[src/rtl/if_stage_if.sv]
// Fetch-stage bus bundle: ctrl/ex inputs, ROM port and IF/ID outputs.
// master = fetch stage side, slave = environment (ctrl, ex, ROM, id).
interface if_stage_if;
    logic        stall_i;
    logic        branch_flag_i;
    logic [31:0] branch_target_i;
    logic        rom_ce_o;
    logic [31:0] rom_addr_o;
    logic [31:0] rom_data_i;
    logic [31:0] id_pc_o;
    logic [31:0] id_instr_o;
    logic        id_valid_o;

    modport master (
        input  stall_i, branch_flag_i, branch_target_i, rom_data_i,
        output rom_ce_o, rom_addr_o, id_pc_o, id_instr_o, id_valid_o
    );

    modport slave (
        output stall_i, branch_flag_i, branch_target_i, rom_data_i,
        input  rom_ce_o, rom_addr_o, id_pc_o, id_instr_o, id_valid_o
    );
endinterface

[src/rtl/if_stage.sv]
// Instruction fetch with IF/ID register and a one-entry skid buffer.
// Ports: clk, rst (sync, active high), bus (if_stage_if.master).
module if_stage #(
    parameter logic [31:0] RESET_PC  = 32'h0000_0000,
    parameter logic [31:0] NOP_INSTR = 32'h0000_0013
) (
    input  logic clk,
    input  logic rst,
    if_stage_if.master bus
);

    typedef enum logic [1:0] {IDLE, RUN, HOLD} state_t;

    state_t      r_state;
    state_t      w_next;
    logic [31:0] r_fetch_pc;
    logic        r_inflight_v;
    logic [31:0] r_inflight_pc;
    logic        r_buf_v;
    logic [31:0] r_buf_pc;
    logic [31:0] r_buf_instr;
    logic [31:0] r_id_pc;
    logic [31:0] r_id_instr;
    logic        r_id_valid;
    logic        w_ce;
    logic [31:0] w_addr;

    // Redirect beats everything but reset, including a stall.
    always_comb begin
        w_ce   = 1'b0;
        w_addr = r_fetch_pc;
        w_next = r_state;
        if (bus.branch_flag_i) begin
            w_ce   = 1'b1;
            w_addr = {bus.branch_target_i[31:2], 2'b00};
            w_next = RUN;
        end else begin
            unique case (r_state)
                IDLE: w_next = RUN;
                RUN: begin
                    if (bus.stall_i) w_next = HOLD;
                    else             w_ce   = 1'b1;
                end
                HOLD: begin
                    if (!bus.stall_i) begin
                        w_ce   = 1'b1;
                        w_next = RUN;
                    end
                end
                default: w_next = IDLE;
            endcase
        end
    end

    always_ff @(posedge clk) begin
        if (rst) begin
            r_state       <= IDLE;
            r_fetch_pc    <= RESET_PC;
            r_inflight_v  <= 1'b0;
            r_inflight_pc <= 32'h0;
            r_buf_v       <= 1'b0;
            r_buf_pc      <= 32'h0;
            r_buf_instr   <= NOP_INSTR;
            r_id_pc       <= 32'h0;
            r_id_instr    <= NOP_INSTR;
            r_id_valid    <= 1'b0;
        end else begin
            r_state      <= w_next;
            r_inflight_v <= w_ce;
            if (w_ce) begin
                r_inflight_pc <= w_addr;
                r_fetch_pc    <= w_addr + 32'd4;
            end
            if (bus.branch_flag_i) begin
                // Wrong-path response and buffered word are dropped.
                r_id_pc    <= 32'h0;
                r_id_instr <= NOP_INSTR;
                r_id_valid <= 1'b0;
                r_buf_v    <= 1'b0;
            end else begin
                unique case (r_state)
                    RUN: begin
                        if (!bus.stall_i) begin
                            if (r_inflight_v) begin
                                r_id_pc    <= r_inflight_pc;
                                r_id_instr <= bus.rom_data_i;
                                r_id_valid <= 1'b1;
                            end else begin
                                r_id_pc    <= 32'h0;
                                r_id_instr <= NOP_INSTR;
                                r_id_valid <= 1'b0;
                            end
                        end else if (r_inflight_v) begin
                            // Catch the response the ROM returns
                            // while id is frozen.
                            r_buf_v     <= 1'b1;
                            r_buf_pc    <= r_inflight_pc;
                            r_buf_instr <= bus.rom_data_i;
                        end
                    end
                    HOLD: begin
                        if (!bus.stall_i) begin
                            r_buf_v <= 1'b0;
                            if (r_buf_v) begin
                                r_id_pc    <= r_buf_pc;
                                r_id_instr <= r_buf_instr;
                                r_id_valid <= 1'b1;
                            end else begin
                                r_id_pc    <= 32'h0;
                                r_id_instr <= NOP_INSTR;
                                r_id_valid <= 1'b0;
                            end
                        end
                    end
                    default: ;
                endcase
            end
        end
    end

    assign bus.rom_ce_o   = w_ce;
    assign bus.rom_addr_o = w_addr;
    assign bus.id_pc_o    = r_id_pc;
    assign bus.id_instr_o = r_id_instr;
    assign bus.id_valid_o = r_id_valid;

endmodule

[src/flat_wrapper.sv]
// flat-port wrapper written by rule: the top's interface ports become plain ports
module if_stage_flat 
#(
    parameter logic [31:0] RESET_PC  = 32'h0000_0000,
    parameter logic [31:0] NOP_INSTR = 32'h0000_0013
)
  (clk, rst, bus_stall_i, bus_branch_flag_i, bus_branch_target_i, bus_rom_data_i, bus_rom_ce_o, bus_rom_addr_o, bus_id_pc_o, bus_id_instr_o, bus_id_valid_o);
  if_stage_if bus_i ();
  input  logic clk;
  input  logic rst;
  input wire logic [$bits(bus_i.stall_i)-1:0] bus_stall_i;
  input wire logic [$bits(bus_i.branch_flag_i)-1:0] bus_branch_flag_i;
  input wire logic [$bits(bus_i.branch_target_i)-1:0] bus_branch_target_i;
  input wire logic [$bits(bus_i.rom_data_i)-1:0] bus_rom_data_i;
  output wire logic [$bits(bus_i.rom_ce_o)-1:0] bus_rom_ce_o;
  output wire logic [$bits(bus_i.rom_addr_o)-1:0] bus_rom_addr_o;
  output wire logic [$bits(bus_i.id_pc_o)-1:0] bus_id_pc_o;
  output wire logic [$bits(bus_i.id_instr_o)-1:0] bus_id_instr_o;
  output wire logic [$bits(bus_i.id_valid_o)-1:0] bus_id_valid_o;
  assign bus_i.stall_i = bus_stall_i;
  assign bus_i.branch_flag_i = bus_branch_flag_i;
  assign bus_i.branch_target_i = bus_branch_target_i;
  assign bus_i.rom_data_i = bus_rom_data_i;
  assign bus_rom_ce_o = bus_i.rom_ce_o;
  assign bus_rom_addr_o = bus_i.rom_addr_o;
  assign bus_id_pc_o = bus_i.id_pc_o;
  assign bus_id_instr_o = bus_i.id_instr_o;
  assign bus_id_valid_o = bus_i.id_valid_o;
  if_stage #(.RESET_PC(RESET_PC), .NOP_INSTR(NOP_INSTR)) u_core (.clk(clk), .rst(rst), .bus(bus_i));
endmodule
[config.mk]
export PLATFORM = sky130hd
export DESIGN_NAME = if_stage_flat
export DESIGN_NICKNAME = d
export VERILOG_FILES = /design/src/rtl/if_stage_if.sv /design/src/rtl/if_stage.sv /design/src/flat_wrapper.sv
export SDC_FILE = /design/constraint.sdc
export NUM_CORES = 1
export LEC_CHECK = 0
export CORE_MARGIN = 2
export CORE_UTILIZATION = 56
export DETAILED_ROUTE_END_ITERATION = 7
export HOLD_SLACK_MARGIN = 0.08
export PLACE_DENSITY = 0.9
export SKIP_LAST_GASP = 1
export SLEW_MARGIN = 20
export SYNTH_ARGS = -nofsm -noshare
export SYNTH_HDL_FRONTEND = slang
export SYNTH_SLANG_ARGS = --single-unit
[constraint.sdc]
create_clock -name clk -period 5.6 [get_ports clk]
set_input_delay 1.12 -clock clk [delete_from_list [all_inputs] [get_ports clk]]
set_output_delay 1.12 -clock clk [all_outputs]
set_load 0.02 [all_outputs]
# --- After elaboration in Yosys (flattened, before gate mapping) ---
# Index checks and enable logic that the tools add are counted.
classes:
  n_addsub: 1
  n_mux: 27
  reduce_logical: 9
  eq_ne: 8
  bitwise: 1
op_table:
  columns: ["op", "count"]
  rows:
  - ["$mux W32", 9]
  - ["$pmux W32 S2", 2]
  - ["$add A32 B3 Y32 const B", 1]
  - ["$mux W1", 11]
  - ["$reduce_and A4 Y1", 2]
  - ["$ne A2 B2 Y1 const B", 3]
  - ["$ne A3 B3 Y1 const B", 2]
  - ["$pmux W2 S3", 1]
  - ["$mux W2", 2]
  - ["$pmux W1 S2", 2]
  - ["$reduce_and A2 Y1", 2]
  - ["$reduce_or A2 Y1", 2]
  - ["$reduce_and A3 Y1", 1]
  - ["$eq A2 B1 Y1 const B", 1]
  - ["$eq A2 B2 Y1 const B", 1]
  - ["$logic_not A2 Y1", 1]
  - ["$ne A2 B1 Y1 const B", 1]
  - ["$reduce_bool A2 Y1", 1]
  - ["$not A1 Y1", 1]
totals:
  wordCells: 57
  ff_bits: 197
  input_bits: 68

# --- Logic depth before layout (Yosys ltp) ---
# Gate-level depths: netlist of run 1.
logic_depth:
  word_depth: 4
  mapped_depth: 14
  ltp_nobuf: 9

# --- Worst setup path after synthesis of run 1 ---
# Ideal clock, no wire load.
synth_timing:
  kind: "input to register"
  startpoint: "input bus_branch_flag_i"
  endpoint: "register u_core.r_fetch_pc[24]"
  n_path_buf: 6
  arrival_time_ps: 3545
  stages: 13
  setup_time_ps: 122
  required_time_ps: 5478
  path_slack_ps: 1933
  path_cell_list: "buf_6 > buf_6 > buf_4 > buf_4 > buf_2 > mux2_2 > ha_1 > nand4b_1 > a22oi_2 > and3_1 > buf_2 > and4_1 > a311o_1"
synth_via:
  elab_chain_len: 2
  word_cells_on_any_way: 3
  classes_between: "1 x add/sub; 2 x mux"
synth_rtl:
  columns: ["item", "line_no", "source"]
  rows:
  - ["start: declaration", "flat_wrapper.sv:12", "input wire logic [$bits(bus_i.branch_flag_i)-1:0] bus_branch_flag_i;"]
  - ["$mux W32", "if_stage.sv:33", "if (bus.branch_flag_i) begin"]
  - ["via bus_rom_addr_o[2]", "flat_wrapper.sv:16", "output wire logic [$bits(bus_i.rom_addr_o)-1:0] bus_rom_addr_o;"]
  - ["$add A32 B3 Y32", "if_stage.sv:72", "r_fetch_pc <= w_addr + 32'd4;"]
  - ["end signal: assignment", "if_stage.sv:72", null]
  - ["end: declaration", "if_stage.sv:16", "logic [31:0] r_fetch_pc;"]
# The timed path passes the listed nets, and every way through them passes these cells.
# A chain may end at the register's enable or synchronous reset.

# --- Worst setup path after layout of run 1 ---
layout_timing:
  startpoint: "input bus_branch_flag_i"
  endpoint: "output bus_rom_addr_o[23]"
layout_via:
  elab_chain_len: 1
layout_rtl:
  columns: ["item", "line_no"]
  rows:
  - ["$mux W32", "if_stage.sv:33"]
  - ["end: declaration", "flat_wrapper.sv:16"]
# No other way between the ends.

==> impl_results.md, run 1 <==
* Number of synthesis warnings at 0
* Non-filler instance count after layout at 1341
* Share of the synthesized area in compound gates (AO/OA/AOI/OAI) at 17.0%
* Highest clock rate at 225 MHz
* Cell area after synthesis at 0.00839 mm^2
* Total of endpoints with negative setup slack in the final report at 0
* Maximum number of pins on one net before global-route repair at 69
* Total of max-cap violations at 0
* Post-synth top area cell: sky130_fd_sc_hd__dfxtp_1
* Final layout net count at 1215
* Aggregate global-route resource usage at 28.1%
* Final GP Congestion at 0.938
* Post-Route Skew at 13.1 ps
* Cell internal power dissipation at 0.00225 W
* Via count normalized by instance count at 6.03
* Synth Flop Type: sky130_fd_sc_hd__dfxtp_1
* Pin slew with the least headroom to its limit at 1050 ps
* Number of antenna violations at the first check in global routing at 0
* Placed instance count at 1309
* Floorplan die area at 0.0160 mm^2
* Nature of the critical path startpoint: input port
* Post-synth net total at 1107
* Leakage power of the design at 3.86 nW
* Via count at 8092
* Multiplexer share of the synthesized area at 3.80%
* Die outline width at 126 um
* Worst min-delay path category: register to register
* Required time of the critical path at 4480 ps
* Total Neg Setup Slack at 0 ps
* Area growth from synthesis to final layout at 25.7%
* Largest buffer count on any clock path at 2
* Per-instance average area after synthesis at 8.10 um^2
* Clock buffers created by TritonCTS at 17
* Clock share of power at 36.5%
* Initial core utilization at 57.5%
* Cell at the root of the clock tree: sky130_fd_sc_hd__clkbuf_16
* Result of the run: completed
* Pre-antenna DRT Iters at 6
* Ant diodes at 0
* Skew-Pair Late Insertion Delay at 430 ps
* Switching fraction of total power at 27.2%
* Type of the worst setup path: input port to primary output
* Ratio of cells with drive above 1 in the final layout at 6.22%
* Async set-reset flop share out of synthesis at 0%
* Xor-xnor portion of the synthesized cell area at 1.25%
* Standard-cell rows at 44
* Global-route wire length before repair at 37000 um
* Total count of max-transition violations in the final report at 0
* Power density normalized to cell area at 293 mW/mm^2
* Post-route ant nets at 0
* Worst slew margin relative to its limit at 30.0%
* Yosys reg bits at 195
* Number of DRC violations after detailed-routing iteration 0 at 769
* Top cells by area in the synthesized netlist: sky130_fd_sc_hd__dfxtp_1 (47%), sky130_fd_sc_hd__nand2_1 (8.8%), sky130_fd_sc_hd__a221oi_1 (6.4%), sky130_fd_sc_hd__a21oi_1 (5.1%), sky130_fd_sc_hd__nor2_1 (5.1%)
* Vias in the first global route at 7346
* Post-CTS setup-driven buffer insertion count at 0
* HPWL after DPL at 14900 um
* Crit path time final at 4440 ps
* Number of top-level pins at 166
* Clock tree from TritonCTS: done
* Number of distinct library cells after synthesis at 53
* Worst Setup End Kind: primary output
* Largest driver fanout on the critical path at 53
* Main combinational cell family by area after synthesis: simple AND/OR/NAND/NOR gates
* Post-Synth Adder-Cell Area at 0.448%
* Cts-stage hold buffer count at 0
* IO buf count at 163
* Overall routed net length at 22800 um
* Arrival time of data at the critical path endpoint at 3320 ps
* Synthesized instance count at 1036
* Worst supply voltage drop on vdd at 0.206 mV
* Number of enable-type register cells in the synthesized netlist at 0
* Clock slew seen by the registers of the worst setup and hold paths at 70 ps
* Total congestion overflow at 0
* Clk sink count at 195
* # H-tree levels at 4
* Unrepaired setup endpoints after global routing: no
* Worst setup slack after placement at 1190 ps
* Core region area at 0.0146 mm^2
* Post-route DRC violation count at 0
* CTS-repair resized insts at 0
* Average detailed-routed wire length per instance at 17.0 um
* Proportion of synthesized chip area in sequential cells at 46.5%
* Final hold vios at 0
* Combinational share of power at 15.3%
* Tcrit/Tclk final at 79.3%
* Sequential share of power at 48.1%
* Area fraction in and, or, nand and nor cells after synthesis at 25.4%
* Share of the synthesized area in the top cell type at 46.5%
* Setup WS post-layout at 1160 ps
* Die outline height at 126 um
* Sw power at 0.000839 W
-- per-stage QoR --
step	utilization [%]	power, W	hold slack (ps)	area (um^2)
floorplan	-	0.00179	412	8390
global placement	68.5	0.00197	426	9990
detailed placement	68.5	0.00198	433	9990
CTS	72.3	0.00310	444	10500
global route	72.3	0.00321	470	10500
finish	72.3	0.00309	444	10500
-- synth_stat cells (all sizes together), types with 3 or more instances --
cell type and n:
a211oi 19, a21oi 86, a221oi 61, a22oi 3, a311o 4, and2 5, and3 6, and4 5
buf 35, clkbuf 52, dfxtp 195, ha 3, inv 22, mux2 12, mux2i 18, nand2 196
nand2b 3, nand3 42, nand3b 7, nand4 9, nand4b 6, nor2 113, nor2b 4, nor3 75
o21ai 18, o221ai 4, o22ai 3, xnor2 11
-- registers in the layout, indices dropped and copies added (netlist names) --
register               flops
u_core.bus.id_instr_o     32
u_core.bus.id_pc_o        32
u_core.r_buf_instr        32
u_core.r_buf_pc           32
u_core.r_fetch_pc         32
u_core.r_inflight_pc      30
u_core.r_state             2
u_core.bus.id_valid_o      1
u_core.r_buf_v             1
u_core.r_inflight_v        1
-- layer usage --
| metal | routed length (um) | share of wire, % | GRT usage (%) | vias up |
|---|---|---|---|---|
| li1 | - | - | - | 3867 |
| met1 | 9920 | 43 | 38.8 | 3812 |
| met2 | 10800 | 47 | 45.2 | 379 |
| met3 | 1730 | 7.6 | 5.10 | 34 |
| met4 | 375 | 1.6 | 8.60 | 0 |
| met5 | 0 | 0 | 0 | - |
-- cells in the final DEF, fill, tap and decap left out, types with 3 or more instances in the layout --
| master | n |
|---|---|
| sky130_fd_sc_hd__a211oi_1 | 18 |
| sky130_fd_sc_hd__a21oi_1 | 86 |
| sky130_fd_sc_hd__a221oi_1 | 61 |
| sky130_fd_sc_hd__a311o_1 | 4 |
| sky130_fd_sc_hd__and2_1 | 4 |
| sky130_fd_sc_hd__and3_1 | 6 |
| sky130_fd_sc_hd__and4_1 | 5 |
| sky130_fd_sc_hd__buf_4 | 14 |
| sky130_fd_sc_hd__clkbuf_16 | 17 |
| sky130_fd_sc_hd__clkbuf_8 | 3 |
| sky130_fd_sc_hd__clkdlybuf4s50_1 | 161 |
| sky130_fd_sc_hd__clkinv_2 | 4 |
| sky130_fd_sc_hd__dfxtp_1 | 195 |
| sky130_fd_sc_hd__ha_1 | 3 |
| sky130_fd_sc_hd__inv_1 | 21 |
| sky130_fd_sc_hd__mux2_2 | 12 |
| sky130_fd_sc_hd__mux2i_1 | 17 |
| sky130_fd_sc_hd__nand2_1 | 196 |
| sky130_fd_sc_hd__nand2b_1 | 3 |
| sky130_fd_sc_hd__nand3_1 | 42 |
| sky130_fd_sc_hd__nand3b_1 | 6 |
| sky130_fd_sc_hd__nand4_1 | 9 |
| sky130_fd_sc_hd__nand4b_1 | 6 |
| sky130_fd_sc_hd__nor2_1 | 111 |
| sky130_fd_sc_hd__nor2b_1 | 3 |
| sky130_fd_sc_hd__nor3_1 | 75 |
| sky130_fd_sc_hd__o21ai_0 | 15 |
| sky130_fd_sc_hd__o221ai_1 | 4 |
| sky130_fd_sc_hd__xnor2_1 | 11 |
-- area by class of cell --
class	instances	area [um^2]
flip-flops and latches	195	3900
clock buffers	22	474
well taps	184	230
inverters	22	82.6
repair buffers	176	1720
clock inverters	10	73.8
multi-input cells	732	4060
fillers	1117	4050
-- final timing paths --
kind | from | endpoint | slack, ps | depth (start not counted)
setup / recovery | bus_branch_flag_i | bus_rom_addr_o[23] | 1160 | 4
setup reg to reg | u_core.r_fetch_pc[2] | u_core.r_fetch_pc[22] | 3100 | 8
hold reg to reg | u_core.r_fetch_pc[30] | u_core.r_fetch_pc[30] | 440 | 2
hold / removal | u_core.r_fetch_pc[30] | u_core.r_fetch_pc[30] | 440 | 2
-- worst max-delay path, cell delays in order --
cell	delay, ps
sky130_fd_sc_hd__buf_2	780
sky130_fd_sc_hd__buf_4	400
sky130_fd_sc_hd__mux2_2	430
sky130_fd_sc_hd__clkdlybuf4s50_1	560
-- cell families (layout without fill, tap and decap cells) --
group / count (synthesis) / after routing
muxes: 30 / 30
and+or+nand+nor: 478 / 478
buffers and inverters: 109 / 230
DFF: 195 / 195
AOI/OAI and AO/OA: 209 / 209
xor gates and xnor gates: 12 / 12
adders and majority gates: 3 / 3
-- power groups by stage --
stage | Combinational, W | Sequential (W) | Clock (W)
5_1_grt | 0.000513 | 0.00149 | 0.00120
2_1_floorplan | 0.000261 | 0.00153 | 0
3_3_place_gp | 0.000460 | 0.00151 | 0
3_5_place_dp | 0.000467 | 0.00152 | 0
4_1_cts | 0.000471 | 0.00149 | 0.00114
6_report | 0.000473 | 0.00149 | 0.00113
Power figures use the tool's default switching activity.
==> run 2, diff against run 1 <==
--- a/config.mk
+++ b/config.mk
@@ -6,10 +6,10 @@
 export NUM_CORES = 1
 export LEC_CHECK = 0
 export CORE_MARGIN = 2
-export CORE_UTILIZATION = 56
+export CORE_UTILIZATION = 47
 export DETAILED_ROUTE_END_ITERATION = 7
 export HOLD_SLACK_MARGIN = 0.08
-export PLACE_DENSITY = 0.9
+export PLACE_DENSITY = 0.81
 export SKIP_LAST_GASP = 1
 export SLEW_MARGIN = 20
 export SYNTH_ARGS = -nofsm -noshare
==> constraint.sdc (replaced) <==
create_clock -name clk -period 4 [get_ports clk]
set_input_delay 0.8 -clock clk [delete_from_list [all_inputs] [get_ports clk]]
set_output_delay 0.8 -clock clk [all_outputs]
set_load 0.02 [all_outputs]
==> run 2 against run 1 <==
Against the previous run: sequential power increased by 40%; clock skew decreased by 5.2 ps; global-route usage decreased by 4.8 points; clock power increased by 48%; critical path depth increased by 1; cell count increased by 3.1%; sequential share of layout area decreased by 0.42 points; via count decreased by 2.3%; clock-buffer cell count decreased by 3; combinational power increased by 40%; routed wire length decreased by 2.5%; sequential cell count unchanged; largest cell class unchanged.
==> impl_results.md, run 2 (same netlist as run 1, synthesis figures left out) <==
* Result of the run: completed
* Total of max-cap violations at 0
* Pin slew with the least headroom to its limit at 898 ps
* Worst slew margin relative to its limit at 39.9%
* Initial core utilization at 48.3%
* Final GP Congestion at 0.903
* Maximum number of pins on one net before global-route repair at 73
* Clk sink count at 195
* Worst min-delay path category: register to register
* Vias in the first global route at 7010
* Post-CTS setup-driven buffer insertion count at 0
* Number of cells on the worst reg-to-reg path at 10
* Total congestion overflow at 0
* Largest buffer count on any clock path at 2
* Nature of the critical path startpoint: input port
* Pre-antenna DRT Iters at 5
* IO buf count at 163
* Power density normalized to cell area at 414 mW/mm^2
* Number of DRC violations after detailed-routing iteration 0 at 467
* Via count at 7909
* Die outline width at 138 um
* Total of endpoints with negative setup slack in the final report at 0
* Cts-stage hold buffer count at 0
* Total count of max-transition violations in the final report at 0
* Crit path time final at 3540 ps
* Worst Hold Path Cells at 2
* Post-route ant nets at 0
* Global-route wire length before repair at 35200 um
* Via count normalized by instance count at 5.72
* Clock tree from TritonCTS: done
* Arrival time of data at the critical path endpoint at 2740 ps
* Fill cell count at 1522
* Post-route DRC violation count at 0
* Clock buffers created by TritonCTS at 17
* Area growth from synthesis to final layout at 27.2%
* Tcrit/Tclk final at 88.4%
* Required time of the critical path at 3200 ps
* Ratio of cells with drive above 1 in the final layout at 6.39%
* CTS-repair resized insts at 0
* Average detailed-routed wire length per instance at 16.1 um
* Most frequent cells in the layout: sky130_fd_sc_hd__nand2_1 (196), sky130_fd_sc_hd__dfxtp_1 (195), sky130_fd_sc_hd__clkdlybuf4s50_1 (161), sky130_fd_sc_hd__nor2_1 (111), sky130_fd_sc_hd__a21oi_1 (86)
* Overall routed net length at 22300 um
* Number of antenna violations at the first check in global routing at 0
* Core region area at 0.0174 mm^2
* Largest driver fanout on the critical path at 30
* Worst supply voltage drop on vdd at 0.329 mV
* Clock slew seen by the registers of the worst setup and hold paths at 70 ps
* Type of the worst setup path: input port to primary output
* Leakage power of the design at 3.89 nW
* Cell at the root of the clock tree: sky130_fd_sc_hd__clkbuf_16
* HPWL after DPL at 14700 um
* Worst Setup End Kind: primary output
* Standard-cell rows at 48
* Commonest non-fill, non-tap cell in the layout: sky130_fd_sc_hd__nand2_1
* Highest clock rate at 283 MHz
* # H-tree levels at 4
* Number of top-level pins at 166
* Aggregate global-route resource usage at 23.3%
* Post-detailed-placement cell area at 0.0101 mm^2
* Post-Route Skew at 7.90 ps
* Skew-Pair Late Insertion Delay at 430 ps
* Unrepaired setup endpoints after global routing: no
* Floorplan die area at 0.0189 mm^2
* Final layout net count at 1218
* Total Neg Setup Slack at 0 ps
* Final design area excluding fillers at 0.0107 mm^2
* Final cell utilization of the core at 61.4%
* Die outline height at 138 um
* Ant diodes at 0
* Final hold vios at 0
## run 2: changes by cell type in the layout (fill, tap and decap cells not counted), sizes merged
cell	delta
bufinv	+2
clkinvlp	+2
clkinv	-3
buf	+3
clkbuf	-3
## run 2: area by class of cell
class | instances | area [um^2] | share of cell area [%]
clock buffer | 19 | 443 | 4.15
clock inverter | 11 | 128 | 1.20
inverter | 22 | 82.6 | 0.774
multi-input combinational | 732 | 4060 | 38.0
sequential | 195 | 3900 | 36.6
tap | 225 | 282 | 2.64
timing repair buffer | 179 | 1770 | 16.6
## run 2: worst paths after layout
kind                                               to  slack, ps             startpoint
worst min register to register  u_core.r_fetch_pc[30]        450  u_core.r_fetch_pc[30]
worst min-delay path            u_core.r_fetch_pc[30]        450  u_core.r_fetch_pc[30]
worst max register to register  u_core.r_fetch_pc[21]       1610      u_core.r_state[0]
worst max-delay path               bus_rom_addr_o[11]        460      bus_branch_flag_i
## run 2: metrics by stage
stage / total power [W] / setup WS, ps / hold WS (ps) / instances
floorplan: 0.00250 / 653 / 412 / 1036
global placement: 0.00277 / 533 / 434 / 1353
detailed placement: 0.00278 / 501 / 431 / 1353
CTS: 0.00443 / 494 / 445 / 1383
global route: 0.00458 / 354 / 459 / 1383
finish: 0.00441 / 464 / 449 / 1383
## run 2: power breakdown
part	internal (W)	switching [W]	leakage [nW]
clock network	0.000936	0.000734	0.272
registers	0.00202	0.0000607	1.59
logic	0.000278	0.000383	2.03
## run 2: critical path: stages
cell and delay [ps]:
sky130_fd_sc_hd__buf_2 530, sky130_fd_sc_hd__buf_4 320, sky130_fd_sc_hd__mux2i_1 440, sky130_fd_sc_hd__inv_1 90
sky130_fd_sc_hd__clkdlybuf4s50_1 550
## run 2: metal layers
| layer | vias to the layer above | wire length, um | global-route usage (%) |
|---|---|---|---|
| met3 | 20 | 1610 | 3.79 |
| met2 | 345 | 9870 | 35.7 |
| met5 | - | 0 | 0 |
| met4 | 0 | 310 | 7.50 |
| li1 | 3870 | - | - |
| met1 | 3674 | 10500 | 33.5 |
